$ cat src/rtl/dru_gearbox_lane.sv
// 4x-oversampled data recovery lane: phase tracking with edge filter, lock detect and
// an OUT_W-bit output gearbox. Optional bitslip support is built when DRU_BITSLIP_EN is defined.
module dru_gearbox_lane #(
    parameter int OUT_W      = 10,
    parameter int FILTER_LEN = 1,
    parameter int LOCK_CNT   = 64
) (
    input  logic             clk,
    input  logic             aresetn,
    input  logic [7:0]       sample_window,
    input  logic             bitslip,
    output logic [OUT_W-1:0] rx_data,
    output logic             rx_valid,
    output logic [2:0]       raw_bits,
    output logic [1:0]       raw_nbits,
    output logic [1:0]       phase,
    output logic             locked
);
    localparam int                ACC_W      = OUT_W + 2;
    localparam int                CNT_W      = 6;
    localparam logic [3:0]        FILT_LEN_C = 4'(FILTER_LEN);
    localparam logic [15:0]       LOCK_MAX_C = 16'(LOCK_CNT);
    localparam logic [CNT_W-1:0]  OUT_W_C    = CNT_W'(OUT_W);

    logic [7:0]       w_r;
    logic             prev7_r;
    logic             v1_r;
    logic [1:0]       phase_r;
    logic [3:0]       filt_cnt_r;
    logic             last_dir_r;
    logic [2:0]       raw_bits_r;
    logic [1:0]       raw_nbits_r;
    logic [15:0]      lock_cnt_r;
    logic             locked_r;
    logic [ACC_W-1:0] acc_r;
    logic [CNT_W-1:0] gb_cnt_r;
    logic [OUT_W-1:0] rx_data_r;
    logic             rx_valid_r;

    logic [7:0]       edge_s;
    logic [3:0]       cls_s;
    logic [1:0]       p_up_s;
    logic [1:0]       p_dn_s;
    logic             later_s;
    logic             earlier_s;
    logic             move_s;
    logic [3:0]       filt_inc_s;
    logic [3:0]       filt_nxt_s;
    logic [1:0]       phase_nxt_s;
    logic [2:0]       raw_bits_s;
    logic [1:0]       raw_nbits_s;
    logic [2:0]       app_bits_s;
    logic [1:0]       app_n_s;
    logic [ACC_W-1:0] merged_s;
    logic [CNT_W-1:0] total_s;
    logic             emit_s;
    logic             slip_take_s;

    // Stage 1: register the window and remember the last sample of the previous one
    always_ff @(posedge clk) begin
        if (!aresetn) begin
            w_r     <= 8'h00;
            prev7_r <= 1'b0;
            v1_r    <= 1'b0;
        end else begin
            w_r     <= sample_window;
            prev7_r <= w_r[7];
            v1_r    <= 1'b1;
        end
    end

    // Phase decision: edge classes, filtered move request and recovered bits
    always_comb begin
        edge_s     = w_r ^ {w_r[6:0], prev7_r};
        cls_s      = edge_s[3:0] | edge_s[7:4];
        p_up_s     = phase_r + 2'd1;
        p_dn_s     = phase_r - 2'd1;
        later_s    = cls_s[p_dn_s] | cls_s[phase_r];
        earlier_s  = cls_s[p_up_s];
        filt_inc_s = 4'd1;
        filt_nxt_s = 4'd0;
        move_s     = 1'b0;
        // Conflicting or absent requests clear the filter
        if (later_s ^ earlier_s) begin
            if ((filt_cnt_r != 4'd0) && (last_dir_r == later_s)) begin
                filt_inc_s = filt_cnt_r + 4'd1;
            end else begin
                filt_inc_s = 4'd1;
            end
            if (filt_inc_s >= FILT_LEN_C) begin
                move_s     = 1'b1;
                filt_nxt_s = 4'd0;
            end else begin
                move_s     = 1'b0;
                filt_nxt_s = filt_inc_s;
            end
        end else begin
            move_s     = 1'b0;
            filt_nxt_s = 4'd0;
        end
        if (move_s && later_s) begin
            phase_nxt_s = p_up_s;
        end else if (move_s) begin
            phase_nxt_s = p_dn_s;
        end else begin
            phase_nxt_s = phase_r;
        end
        // A wrap gains or loses one UI inside this window
        if (move_s && earlier_s && (phase_r == 2'd0)) begin
            raw_bits_s  = {w_r[7], w_r[4], w_r[0]};
            raw_nbits_s = 2'd3;
        end else if (move_s && later_s && (phase_r == 2'd3)) begin
            raw_bits_s  = {2'b00, w_r[3]};
            raw_nbits_s = 2'd1;
        end else begin
            raw_bits_s  = {1'b0, w_r[{1'b1, phase_nxt_s}], w_r[{1'b0, phase_nxt_s}]};
            raw_nbits_s = 2'd2;
        end
    end

    // Stage 2: phase, filter, recovered bits and lock tracking
    always_ff @(posedge clk) begin
        if (!aresetn) begin
            phase_r     <= 2'd1;
            filt_cnt_r  <= 4'd0;
            last_dir_r  <= 1'b0;
            raw_bits_r  <= 3'b000;
            raw_nbits_r <= 2'd0;
            lock_cnt_r  <= 16'd0;
            locked_r    <= 1'b0;
        end else if (v1_r) begin
            phase_r     <= phase_nxt_s;
            filt_cnt_r  <= filt_nxt_s;
            last_dir_r  <= later_s;
            raw_bits_r  <= raw_bits_s;
            raw_nbits_r <= raw_nbits_s;
            if (move_s) begin
                lock_cnt_r <= 16'd0;
                locked_r   <= 1'b0;
            end else if (lock_cnt_r != LOCK_MAX_C) begin
                lock_cnt_r <= lock_cnt_r + 16'd1;
                locked_r   <= ((lock_cnt_r + 16'd1) == LOCK_MAX_C);
            end else begin
                locked_r   <= 1'b1;
            end
        end
    end

`ifdef DRU_BITSLIP_EN
    logic slip_pend_r;

    assign slip_take_s = slip_pend_r && (raw_nbits_r != 2'd0);

    // Slip request held until the next recovered bits reach the gearbox
    always_ff @(posedge clk) begin
        if (!aresetn) begin
            slip_pend_r <= 1'b0;
        end else if (slip_pend_r) begin
            slip_pend_r <= !slip_take_s;
        end else begin
            slip_pend_r <= bitslip;
        end
    end
`else
    logic unused_bitslip_s;

    assign unused_bitslip_s = bitslip;
    assign slip_take_s      = 1'b0;
`endif

    // Gearbox merge: new bits land directly above the bits already held
    always_comb begin
        if (slip_take_s) begin
            app_bits_s = {1'b0, raw_bits_r[2:1]};
            app_n_s    = raw_nbits_r - 2'd1;
        end else begin
            app_bits_s = raw_bits_r;
            app_n_s    = raw_nbits_r;
        end
        merged_s = acc_r | (ACC_W'(app_bits_s) << gb_cnt_r);
        total_s  = gb_cnt_r + CNT_W'(app_n_s);
        emit_s   = (total_s >= OUT_W_C);
    end

    // Stage 3: emit a full word and keep the remainder
    always_ff @(posedge clk) begin
        if (!aresetn) begin
            acc_r      <= '0;
            gb_cnt_r   <= '0;
            rx_data_r  <= '0;
            rx_valid_r <= 1'b0;
        end else if (emit_s) begin
            rx_data_r  <= merged_s[OUT_W-1:0];
            rx_valid_r <= 1'b1;
            acc_r      <= merged_s >> OUT_W;
            gb_cnt_r   <= total_s - OUT_W_C;
        end else begin
            rx_valid_r <= 1'b0;
            acc_r      <= merged_s;
            gb_cnt_r   <= total_s;
        end
    end

    assign rx_data   = rx_data_r;
    assign rx_valid  = rx_valid_r;
    assign raw_bits  = raw_bits_r;
    assign raw_nbits = raw_nbits_r;
    assign phase     = phase_r;
    assign locked    = locked_r;

endmodule

$ cat config.mk
export PLATFORM = sky130hd
export DESIGN_NAME = dru_gearbox_lane
export DESIGN_NICKNAME = d
export VERILOG_FILES = /design/src/rtl/dru_gearbox_lane.sv
export SDC_FILE = /design/constraint.sdc
export NUM_CORES = 1
export LEC_CHECK = 0
export CORE_MARGIN = 2
export CORE_UTILIZATION = 35
export CTS_CLUSTER_SIZE = 12
export DETAILED_ROUTE_END_ITERATION = 8
export DONT_BUFFER_PORTS = 1
export PLACE_DENSITY = 0.49
export SKIP_CTS_REPAIR_TIMING = 1
export SKIP_LAST_GASP = 1
export SLEW_MARGIN = 20
export SYNTH_ARGS = -nofsm -noshare
export SYNTH_HDL_FRONTEND = slang
export SYNTH_SLANG_ARGS = --single-unit
$ cat constraint.sdc
create_clock -name clk -period 5.4 [get_ports clk]
set_clock_uncertainty 0.05 [all_clocks]
set_input_delay 1.35 -clock clk [delete_from_list [all_inputs] [get_ports clk]]
set_output_delay 1.35 -clock clk [all_outputs]
set_load 0.01 [all_outputs]
==> metrics, run 1 <==
status completed; Critical Path Max Stage Delay approximately 0.59 ns; Worst-path clk slew roughly 0.080 ns; pwr/cell area 462 mW/mm2; Synth area leader dfxtp_1; EDFF count, synth 0; Initial Utilization approximately 36%; P_leak approximately 0.0014 uW; fillers a little over 1000; Syn Nets about 430; # DRC 0; GRT Util Overall between 10% and 20%; CP Max Fanout 16; Final period util 65.9%; WP data required between 5 and 6 ns; total CTS buffers 9; post-route setup TNS 0 ns; DP HPWL about 5200 um; asr flop ratio synth 0%; DP Worst Slack 1.84 ns; Hold WC Path Type register to register; syn avg cell area 8.46 um2; Reg area approximately 0.0014 mm2; initial antenna violation count 0; cells after synthesis roughly 410; Root Buffer clkbuf_8; Sink Count 68; Final Hold Viols 0; Yosys top cell area share about 39%; core footprint between 0.009 and 0.01 mm2; Worst setup EP type register; Nets 428; RSZ-0062 raised after global routing false; die width approximately 100 um; P&R area growth vs syn 8.73%; Antenna diodes 0; CTS tree built; measured slew at the worst slew-check pin ~0.94 ns; ys flop type dfxtp_1; final worst slack approximately 1.8 ns; Vias roughly 2900; post-layout min period roughly 3.6 ns; die area 0.0108 mm2; drt initial violations 104; maxcap violations 0; Synth area leaders dfxtp_1 39%, nor2_1 5.5%, a21oi_1 4.7%; TritonRoute pass-1 iters 4; Synth Register Bits 68; Slowest-stage cell, CP mux4_2; WP data arrival ~3.8 ns; Max Freq 281 MHz; synth cell count leaders 68 x dfxtp_1, 51 x nor2_1, 33 x a21oi_1; Wirelength per Cell about 14 um; register area share after synthesis 39.1%; vias in the first global route between 2000 and 3000; largest net degree at the start of global routing 39; GRT overflow 0; crit start category register; Port Buffers 0; Worst-Skew Late Latency between 0.3 and 0.4 ns; Mapped Area between 0.003 and 0.004 mm2; multi-input combinational cell area 0.00199 mm2; Routed Antenna Nets 0; Worst slew margin roughly 37%; Setup CP Type register to register; Rows 36; detailed-route vias per instance 5.23; # setup viols final 0; crit path cell chain inv_2 -> ha_1 -> inv_1 -> mux4_2 -> o21ai_1 -> mux2_4 -> nand3_2 -> or4b_1 -> a21oi_1; clock buffer depth 2; first-pass GRT wire length roughly 13000 um; top-count cell post-synth dfxtp_1; Die Ht between 100 and 150 um; WL final between 7000 and 8000 um; htree depth 3; Ys Warns 0; VDD IR max around 210 uV; fin. max-slew vios 0; IO Pins 30; GPL Wtd Cong approximately 0.82; layout cells sized above 1 7.28%; synth unique cells 56
==> registers in the layout (all words and copies together) (netlist names), 3 cells and up <==
name / count
acc_r: 12
filt_cnt_r: 4
gb_cnt_r: 6
lock_cnt_r: 16
raw_bits: 3
rx_data: 10
w_r: 8
==> routing by layer <==
layer  wire length, um  track usage (%)  vias up
met4                94             3.76        0
met3               319             4.34        8
li1                  -                -     1451
met2              3560             23.9       62
met1              3760             19.4     1332
met5                 0                0        -
==> layout by cell type, fill, tap and decap left out, types with 11 or more instances in the layout <==
master	Yosys	layout
inv_1	14	14
nand3_1	11	11
nand2_1	25	25
xnor2_1	14	14
a21oi_1	33	33
dfxtp_1	68	68
nor2_1	51	51
a211oi_1	19	19
and2_1	17	17
==> critical path: cells and delay by family, from the launching register on <==
kind | cells | cell delay [ns]
buffers and inverters | 2 | 0.36
DFF | 1 | 0.55
adders and majority gates | 1 | 0.42
and+or+nand+nor | 2 | 0.89
muxes | 2 | 0.86
AOI/OAI and AO/OA | 2 | 0.34
==> per-stage QoR <==
stage	utilization, %	cells	total power, uW	area [um2]	hold slack (ns)
2_1_floorplan	-	412	1210	3480	0.370
3_3_place_gp	36.9	529	1330	3590	0.386
3_5_place_dp	36.9	529	1340	3590	0.390
4_1_cts	38.9	545	1770	3790	0.413
5_1_grt	38.9	545	1900	3790	0.437
6_report	38.9	545	1750	3790	0.408
==> path summary, 6_finish.rpt <==
kind                               from                    endpoint  slack [ns]  cells past startpoint
hold reg to reg     acc_r[2]$_SDFF_PP0_         acc_r[2]$_SDFF_PP0_        0.41                      2
hold / removal      acc_r[2]$_SDFF_PP0_         acc_r[2]$_SDFF_PP0_        0.41                      2
setup reg to reg  phase[0]$_SDFFE_PN1P_  lock_cnt_r[4]$_SDFFE_PN0P_        1.84                      9
setup / recovery  phase[0]$_SDFFE_PN1P_  lock_cnt_r[4]$_SDFFE_PN0P_        1.84                      9
==> report_power, final <==
part	leakage [uW]	internal [uW]	switching, uW	total (uW)
Sequential	0.000556	578	100	678
Clock	0.000100	216	209	425
Combinational	0.000729	267	382	649
==> cell type report <==
class,count,area share (%)
clock buffers,9,3.27
clock inverters,7,1.95
inverters,15,1.49
multi-input cells,311,52.6
flip-flops and latches,68,35.9
well taps,133,4.39
repair buffers,2,0.396
==> cells by family (layout without fill, tap and decap cells) <==
logic type               Yosys count  count (layout)  synth area share (%)
multiplexers                      12              12                  4.52
adder cells (fa/ha/maj)           10              10                  3.81
XOR/XNOR                          20              20                  5.57
AO/OA/AOI/OAI                     94              94                  16.8
flip-flops                        68              68                  39.1
buffers and inverters             33              33                  3.88
AND/OR/NAND/NOR                  175             175                  26.3
No activity file was read; power rests on OpenSTA's default activity.
==> run 2, diff against run 1 <==
--- a/config.mk
+++ b/config.mk
@@ -10,7 +10,7 @@
 export CTS_CLUSTER_SIZE = 12
 export DETAILED_ROUTE_END_ITERATION = 8
 export DONT_BUFFER_PORTS = 1
-export PLACE_DENSITY = 0.49
+export PLACE_DENSITY = 0.51
 export SKIP_CTS_REPAIR_TIMING = 1
 export SKIP_LAST_GASP = 1
 export SLEW_MARGIN = 20
==> constraint.sdc (replaced) <==
create_clock -name clk -period 3.24 [get_ports clk]
set_clock_uncertainty 0.05 [all_clocks]
set_input_delay 0.81 -clock clk [delete_from_list [all_inputs] [get_ports clk]]
set_output_delay 0.81 -clock clk [all_outputs]
set_load 0.01 [all_outputs]
==> run 2 against run 1 <==
First-iteration DRC count fell by 8.7%; sequential share of layout area fell by 0.46 points; clock-buffer cell count did not move; final area rose by 1.3%; cell count rose by 1.7%; flip-flop and latch count did not move; via count rose by 0.98%; non-clock buffer count rose by 9; clock power rose by 54%; sequential power rose by 64%; worst setup slack got worse by 1.6 ns; critical path depth rose by 1.
==> metrics, run 2 (same netlist as run 1, synthesis figures left out) <==
status completed; largest net degree at the start of global routing 26 (-33%); Reg area 0.00136 mm2 (unchanged); fillers 1035 (+0.78%); VDD IR max 398 uV (+86%); Sink Count 68 (unchanged); Nets 437 (+2.1%); Vias 2881 (+0.98%); Worst slew margin 55.9% (+19 points); vias in the first global route 2813 (+6.4%); Root Buffer clkbuf_8; Die Ht 104 um (unchanged); # setup viols final 0 (unchanged); utilization after layout 39.4% (+0.50 points); htree depth 3 (unchanged); measured slew at the worst slew-check pin 0.655 ns (-0.288 ns); WL final 7700 um (-0.47%); Antenna diodes 0 (unchanged); die width 104 um (unchanged); multi-input combinational cell area 0.00199 mm2 (-0.19%); Wirelength per Cell 13.9 um (-2.1%); initial antenna violation count 0 (unchanged); WP data required 3.47 ns (-2.15 ns); Initial Utilization 35.8% (unchanged); final instance area 0.00384 mm2 (+1.3%); Worst setup EP type register; total CTS buffers 9 (unchanged); P&R area growth vs syn 10.1%; WP data arrival 3.26 ns (-0.52 ns); GRT overflow 0 (unchanged); sw frac 40.4% (+0.93 points); layout cells sized above 1 9.26% (+2.0 points); TritonRoute pass-1 iters 4 (unchanged); sequential power share 38.2% (-0.5 points); most common cell after layout, fill and taps aside dfxtp_1; GPL Wtd Cong 0.847 (+3.4%); Final Hold Viols 0 (unchanged); maxcap violations 0 (unchanged); Rows 36 (unchanged); RSZ-0062 raised after global routing false; total internal power 1730 uW (+64%); most frequent cells in the layout 68 x dfxtp_1, 51 x nor2_1, 33 x a21oi_1; Clk network pwr share 22.5% (-1.8 points); core footprint 0.00973 mm2 (unchanged); detailed-route vias per instance 5.20 (-0.66%); Routed Antenna Nets 0 (unchanged); Setup CP Type register to register; number of flip-flops in the largest register 16 (unchanged); Biggest register lock_cnt_r; DP HPWL 5400 um (+2.9%); net switching power 1180 uW (+70%); CTS tree built; GRT Util Overall 15.1% (+0.33 points); die area 0.0108 mm2 (unchanged); Max Freq 330 MHz (+17%); post-layout min period 3.03 ns (-0.523 ns); pwr/cell area 758 mW/mm2 (+64%); # DRC 0 (unchanged); logic gate share of total power 39.3% (+2.2 points); Worst-Skew Late Latency 0.35 ns (about the same); crit start category register; drt initial violations 95 (-8.7%); P_leak 0.00141 uW (+2.0%); clock buffer depth 2 (unchanged); Worst-path clk slew 0.08 ns (about the same); IO Pins 30 (unchanged); Final period util 93.6% (+28 points); Placed Instance Area 0.00365 mm2 (+1.8%); Hold WC Path Type register to register; Port Buffers 0 (unchanged); fin. max-slew vios 0 (unchanged); post-route setup TNS 0 ns (unchanged); first-pass GRT wire length 13300 um (+2.1%); CP Max Fanout 17 (+1)
run 2: stage by stage:
stage / worst slack [ns] / hold slack (ns) / power (uW) / cells
after floorplan: 0.188 / 0.370 / 2020 / 412
after global placement: 0.219 / 0.387 / 2250 / 538
after detailed placement: 0.156 / 0.391 / 2270 / 538
after CTS: 0.126 / 0.414 / 2950 / 554
after global routing: 0.0191 / 0.423 / 3140 / 554
final: 0.207 / 0.408 / 2910 / 554
run 2: layout make-up:
type	count	area share, %
Multi-Input combinational cell	311	51.8
Clock buffer	9	3.23
Tap cell	133	4.34
Inverter	15	1.47
Clock inverter	7	1.53
Timing Repair Buffer	11	2.15
Sequential cell	68	35.5
run 2: path summary, 6_finish.rpt:
path	from	to	slack, ns	cells after the start
setup reg to reg	phase[0]$_SDFFE_PN1P_	lock_cnt_r[2]$_SDFFE_PN0P_	0.21	10
setup / recovery	phase[0]$_SDFFE_PN1P_	lock_cnt_r[2]$_SDFFE_PN0P_	0.21	10
hold / removal	acc_r[5]$_SDFF_PP0_	acc_r[5]$_SDFF_PP0_	0.41	2
hold reg to reg	acc_r[5]$_SDFF_PP0_	acc_r[5]$_SDFF_PP0_	0.41	2
run 2: power groups by stage:
stage / sequential (uW) / combinational (uW) / clock, uW
after floorplan: 1100 / 929 / 0
after global placement: 1130 / 1120 / 0
after detailed placement: 1130 / 1140 / 0
after CTS: 1110 / 1150 / 685
after global routing: 1140 / 1290 / 710
final: 1110 / 1140 / 653
run 2: worst max-delay path: stages, from the launching register on:
cell and delay [ns]:
dfxtp_1 0.35, inv_2 0.10, ha_1 0.40, inv_2 0.14, mux4_2 0.58, nand2b_1 0.20, mux2i_2 0.28, o21ai_1 0.11
buf_4 0.21, or4_1 0.41, a21oi_1 0.14
run 2: layer usage:
layer | vias up | global-route usage, % | wire length [um]
met5 | - | 0 | 0
met2 | 29 | 24.8 | 3600
met1 | 1367 | 19.4 | 3700
met4 | 0 | 4.25 | 100
met3 | 9 | 4.41 | 301
li1 | 1476 | - | -
